`src/rtl/o_ddr_serializer.sv`:
```
// Parallel-to-DDR output serializer: one-word holding register feeding a shift
// register that emits two bits per clock, LSB-first, with no gap between words.
module o_ddr_serializer #(
    parameter int   WIDTH      = 8,
    parameter logic IDLE_LEVEL = 1'b0
) (
    input  logic             C,
    input  logic             R,
    input  logic             E,
    input  logic [WIDTH-1:0] DATA_IN,
    input  logic             DATA_VALID,
    output logic             DATA_READY,
    output logic [1:0]       Q,
    output logic             FRAME,
    output logic             BUSY
);

    localparam int HALF = WIDTH / 2;
    localparam int CW   = (HALF > 1) ? $clog2(HALF) : 1;

    generate
        if (WIDTH < 4 || WIDTH > 16 || (WIDTH % 2) != 0) begin : g_bad_width
            $error("o_ddr_serializer: WIDTH must be even and within 4..16");
        end
    endgenerate

    typedef enum logic {IDLE, SHIFT} state_t;

    state_t           state, state_nxt;
    logic [WIDTH-1:0] hold, shr, shr_nxt;
    logic             hold_full, hold_full_nxt;
    logic [CW-1:0]    cnt, cnt_nxt;
    logic [1:0]       q_nxt;
    logic             frame_nxt;
    logic             load;
    logic             accept;

    assign DATA_READY = R & E & ~hold_full;
    assign accept     = DATA_VALID & DATA_READY;

    // cnt is the index of the next pair to emit; 0 while in SHIFT means the
    // last pair of the current word is already on Q.
    always_comb begin
        state_nxt     = state;
        shr_nxt       = shr;
        cnt_nxt       = cnt;
        q_nxt         = Q;
        frame_nxt     = 1'b0;
        hold_full_nxt = hold_full;
        load          = 1'b0;
        case (state)
            IDLE: begin
                if (hold_full) load = 1'b1;
                else           q_nxt = {2{IDLE_LEVEL}};
            end
            SHIFT: begin
                if (cnt != '0) begin
                    q_nxt   = shr[{cnt, 1'b0} +: 2];
                    cnt_nxt = (cnt == CW'(HALF - 1)) ? '0 : cnt + 1'b1;
                end else if (hold_full) begin
                    load = 1'b1;
                end else begin
                    q_nxt     = {2{IDLE_LEVEL}};
                    state_nxt = IDLE;
                end
            end
            default: state_nxt = IDLE;
        endcase
        if (load) begin
            shr_nxt       = hold;
            q_nxt         = hold[1:0];
            frame_nxt     = 1'b1;
            cnt_nxt       = CW'(1);
            state_nxt     = SHIFT;
            hold_full_nxt = 1'b0;
        end
        // READY is low while HOLD is full, so this never collides with load.
        if (accept) hold_full_nxt = 1'b1;
    end

    always_ff @(posedge C) begin
        if (!R) begin
            state     <= IDLE;
            Q         <= {2{IDLE_LEVEL}};
            FRAME     <= 1'b0;
            BUSY      <= 1'b0;
            hold_full <= 1'b0;
            cnt       <= '0;
        end else if (E) begin
            state     <= state_nxt;
            Q         <= q_nxt;
            FRAME     <= frame_nxt;
            BUSY      <= (state_nxt == SHIFT);
            hold_full <= hold_full_nxt;
            cnt       <= cnt_nxt;
            shr       <= shr_nxt;
            if (accept) hold <= DATA_IN;
        end
    end

endmodule

```
`config.mk`:
```
export PLATFORM = sky130hd
export DESIGN_NAME = o_ddr_serializer
export DESIGN_NICKNAME = d
export VERILOG_FILES = /design/src/rtl/o_ddr_serializer.sv
export SDC_FILE = /design/constraint.sdc
export NUM_CORES = 1
export LEC_CHECK = 0
export ABC_AREA = 0
export CORE_MARGIN = 2
export CORE_UTILIZATION = 49
export DETAILED_ROUTE_END_ITERATION = 10
export GPL_ROUTABILITY_DRIVEN = 0
export PLACE_DENSITY = 0.79
export SYNTH_ARGS = -nofsm -noshare
export SYNTH_HDL_FRONTEND = slang
export SYNTH_SLANG_ARGS = --single-unit
export TNS_END_PERCENT = 10
```
`constraint.sdc`:
```
create_clock -name C -period 1.9 [get_ports C]
set_input_delay 0.38 -clock C [delete_from_list [all_inputs] [get_ports C]]
set_output_delay 0.38 -clock C [all_outputs]
set_load 0.02 [all_outputs]
```
; ---- Yosys cells after proc, flatten, opt, wreduce, memory -nomap -nowiden
; Cells that the tools add are included.
[classes]
n_reduce_logical = 8
add_sub_neg = 1
n_bitwise = 5
shift = 1
n_mux = 17
n_eq_ne = 1
[ops]
columns = op, count
row1 = $mux W2, 7
row2 = $reduce_and A3 Y1, 3
row3 = $mux W1, 8
row4 = $reduce_bool A2 Y1, 4
row5 = $shiftx A8 B4 Y2, 1
row6 = $pmux W2 S2, 1
row7 = $and A1 B1 Y1, 3
row8 = $add A2 B1 Y2 const B, 1
row9 = $eq A2 B2 Y1 const B, 1
row10 = $not A1 Y1, 2
row11 = $pmux W1 S2, 1
row12 = $reduce_and A2 Y1, 1
[word_totals]
output_inout_bits = 5
elab_cells = 40
regBits = 23
inputBits = 12

; ---- Longest topological paths before layout
[logic_depth]
depth_word = 5
mapped_depth = 6
depth_no_buf = 6

; ---- Least setup slack after synthesis
; No wires, ideal clock.
[synth_path]
path_type = reg-to-reg
from = register cnt[0]
to = register shr[0], enable pin
path_slack_ps = 203
required_time_ps = 1527
setup_ps = 373
arrival_time_ps = 1324
path_buffers = 0
stages_incl_launch_ff = 6
synth_period_minus_slack_ps = 1697
path_cell_list = dfxtp_1 inv_1 ha_1 nor2b_4 nor2b_1 nor2b_1
[synth_between]
elab_chain_len = 4
[synth_lines]
columns = element, line_no
row1 = start: declaration, 32  ; logic [CW-1:0] cnt, cnt_nxt;
row2 = start signal: assignment, 95  ; cnt <= cnt_nxt;
row3 = $reduce_bool A2 Y1, 57  ; if (cnt != '0) begin
row4 = $mux W1, 57
row5 = $pmux W1 S2, 51  ; case (state)
row6 = $reduce_and A3 Y1 (no source line), -
row7 = end signal: assignment, 96  ; shr <= shr_nxt;
row8 = end: declaration, 30  ; logic [WIDTH-1:0] hold, shr, shr_nxt;
; No other way between the ends.
; A chain may end at the register's enable or synchronous reset.

; ---- Worst setup path after layout
[layout_path]
from = input R
to = output DATA_READY
[layout_between]
elab_chain_len = 2
[layout_lines]
columns = element, line_no
row1 = start: declaration, 8  ; input logic R,
row2 = $and A1 B1 Y1 (2 in series), 38  ; assign DATA_READY = R & E & ~hold_full;
row3 = end: declaration, 12  ; output logic DATA_READY,
; No other way between the ends.

==> out/results.txt <==
Yosys cell types = 21
Max-cap violations = 0
Worst Hold Class = reg -> reg
Initial antenna violation count = 0
Die Span Y = 46.7 µm
Most frequent cell after synthesis = edfxtp_1
Grt total ovfl = 0
CTS Hold Bufs = 0
Area growth syn-to-layout = 27.1%
Largest area contributor in the netlist = edfxtp_1
CP Cell Sequence = clkdlybuf4s50_1, nand2_1, nor2_1, dlygate4sd2_1
Clock slew at reported path FFs = 110 ps
Worst r2r src = cnt[0]$_SDFFE_PN0P_
Status = finished clean
Post-route minimum period = 1780 ps
CP Max Fanout = 2
R2R Setup Slk = 210 ps
CP Buf/Inv Count = 2
Die Wd = 46.7 µm
Largest net degree at the start of global routing = 15
Max Fclk = 560 MHz
Syn nets = 74
Critical path depth = 4
Routed Wire Length = 1240 µm
Num ports = 17
FFs w/ async S/R, synth = 0
Core box area = 0.00173 mm²
Ys flop type = edfxtp_1
#FFs+latches synth = 23
Core Util, Final = 0.657
Area fraction of the dominant cell type after synthesis = 0.539
Start point of the critical path = R
Cell count after synthesis = 60
Final ANT Viol Nets = 0
Via Count = 543
Hold Violations, Final = 0
Required time of the worst setup path = 1520 ps
Dpl cell area = 0.00111 mm²
Setup Viol. Count Final = 0
Top delay family on crit path = buffers and inverters
Max Slew Vio Count = 0
Clock buffer depth = 2
Routed vias/inst = 5.03
DR iter-0 viols = 11
CTS buffer count = 3
CTS tree = yes
Worst hold stages = 0
Worst Tran Pin Value = 330 ps
Worst R2R End = shr[5]$_DFFE_PP_
Drt wl/cell = 11.4 µm
Post-DP HPWL = 965 µm
Non-Filler Instances = 108
Post-route DRC = 0
Peak supply drop = 476 µV
Clk sink count = 23
Die Area = 0.00218 mm²
Commonest cells in the netlist = edfxtp_1, dfxtp_1, nand2_1, nor2b_1, o21ai_0
First-pass GRT wire length = 1970 µm
Crit path to = DATA_READY
Power Total = 0.841 mW
Worst path max stage delay = 480 ps
Worst path slowest cell = clkdlybuf4s50_1
Post-synth EDFFs = 16
Crit path DAT = 1400 ps
Cell Rows = 15
Clock skew = 0.445 ps
Worst setup EP type = primary output
CP Launch Type = input port
Initial core utilization = 0.517
Mean Syn Cell Area = 14.9 µm²
Final instance area = 0.00113 mm²
Final layout net count = 98
Post-Syn Area = 892 µm²
Cell Pwr Density = 742 mW/mm²
Port Buffer Count = 16
Pleak = 0.386 nW
Unrepaired setup endpoints after global routing = false
Top post-synthesis cells by area = edfxtp_1, dfxtp_1, mux4_1
Clock latency at the later pin of the worst-skew pair = 290 ps
Pre-Repair DR Iteration Count = 3
Gr usage total = 0.132
CP Class = in -> out
Total negative slack = 0 ps
H-tree Lvls = 1
Worst r2r path cells = 6
Post-synthesis sequential area ratio = 0.696
Period utilization = 0.939
Antenna cells = 0
Ys Warns = 0
Worst slew margin = 0.780
Root buffer cell = clkbuf_4
Placed Cells = 104
Vias in the first global route = 499
Fillers = 139
Share of cells above drive strength 1 = 0.0964
-- sequential cells by signal, summed over array words and instances (netlist names) --
name       flops
cnt            2
shr            8
state          1
hold_full      1
Q              2
hold           8
FRAME          1
-- placed cells by master (no fill, tap or decap), types with 2 or more instances in the layout --
master	instances
mux4_1	2
clkbuf_4	3
buf_4	4
o21ai_0	3
inv_1	2
clkdlybuf4s50_1	15
nor2b_1	6
dfxtp_1	7
a31oi_1	2
edfxtp_1	16
nor3b_1	2
and2_1	2
ha_1	2
nand2_1	6
-- layer usage --
metal / global-route usage / routed length [µm] / vias up
li1: - / - / 268
met1: 0.155 / 525 / 257
met2: 0.231 / 634 / 16
met3: 0.0235 / 59 / 2
met4: 0.0667 / 17 / 0
met5: 0 / 0 / -
-- timing repair --
action / CTS / global route
setup buffers: 0 / 0
gates resized for setup: 1 / 0
endpoints found under the setup margin: 1 / 0
-- where the power goes --
part	total, mW	internal, mW	switching [mW]
Combinational	0.0754	0.0446	0.0309
Sequential	0.556	0.548	0.00763
Clock	0.210	0.0816	0.128
-- per-stage QoR --
stage          setup WS [ps]  hold slack [ps]
3_3_place_gp            -148              401
3_5_place_dp            -158              405
2_1_floorplan            203              400
6_report                 116              432
5_1_grt                 49.6              441
4_1_cts                  119              434
-- cell type report --
| class | instances | area (µm²) | area share |
|---|---|---|---|
| inverter | 2 | 7.51 | 0.00662 |
| multi-input combinational | 34 | 259 | 0.228 |
| tap | 25 | 31.3 | 0.0276 |
| clock buffer | 4 | 26.3 | 0.0232 |
| timing repair buffer | 20 | 189 | 0.167 |
| sequential | 23 | 621 | 0.547 |
-- worst min path at each step --
stage	start	end	slack [ps]
global placement	hold[3]$_DFFE_PP_	shr[3]$_DFFE_PP_	400
CTS	hold[5]$_DFFE_PP_	shr[5]$_DFFE_PP_	430
floorplan	hold[2]$_DFFE_PP_	shr[2]$_DFFE_PP_	400
global route	hold[6]$_DFFE_PP_	shr[6]$_DFFE_PP_	440
detailed placement	hold[5]$_DFFE_PP_	shr[5]$_DFFE_PP_	410
finish	hold[5]$_DFFE_PP_	shr[5]$_DFFE_PP_	430
-- kinds of logic (layout without fill, tap and decap cells) --
family / after synthesis / after routing / synth area share
buf+inv: 3 / 26 / 0.0140
fa+ha+maj: 2 / 2 / 0.0280
compound gates: 11 / 11 / 0.0799
flops: 23 / 23 / 0.696
simple gates: 19 / 19 / 0.123
mux: 2 / 2 / 0.0589
No activity file was read; power rests on OpenSTA's default activity.
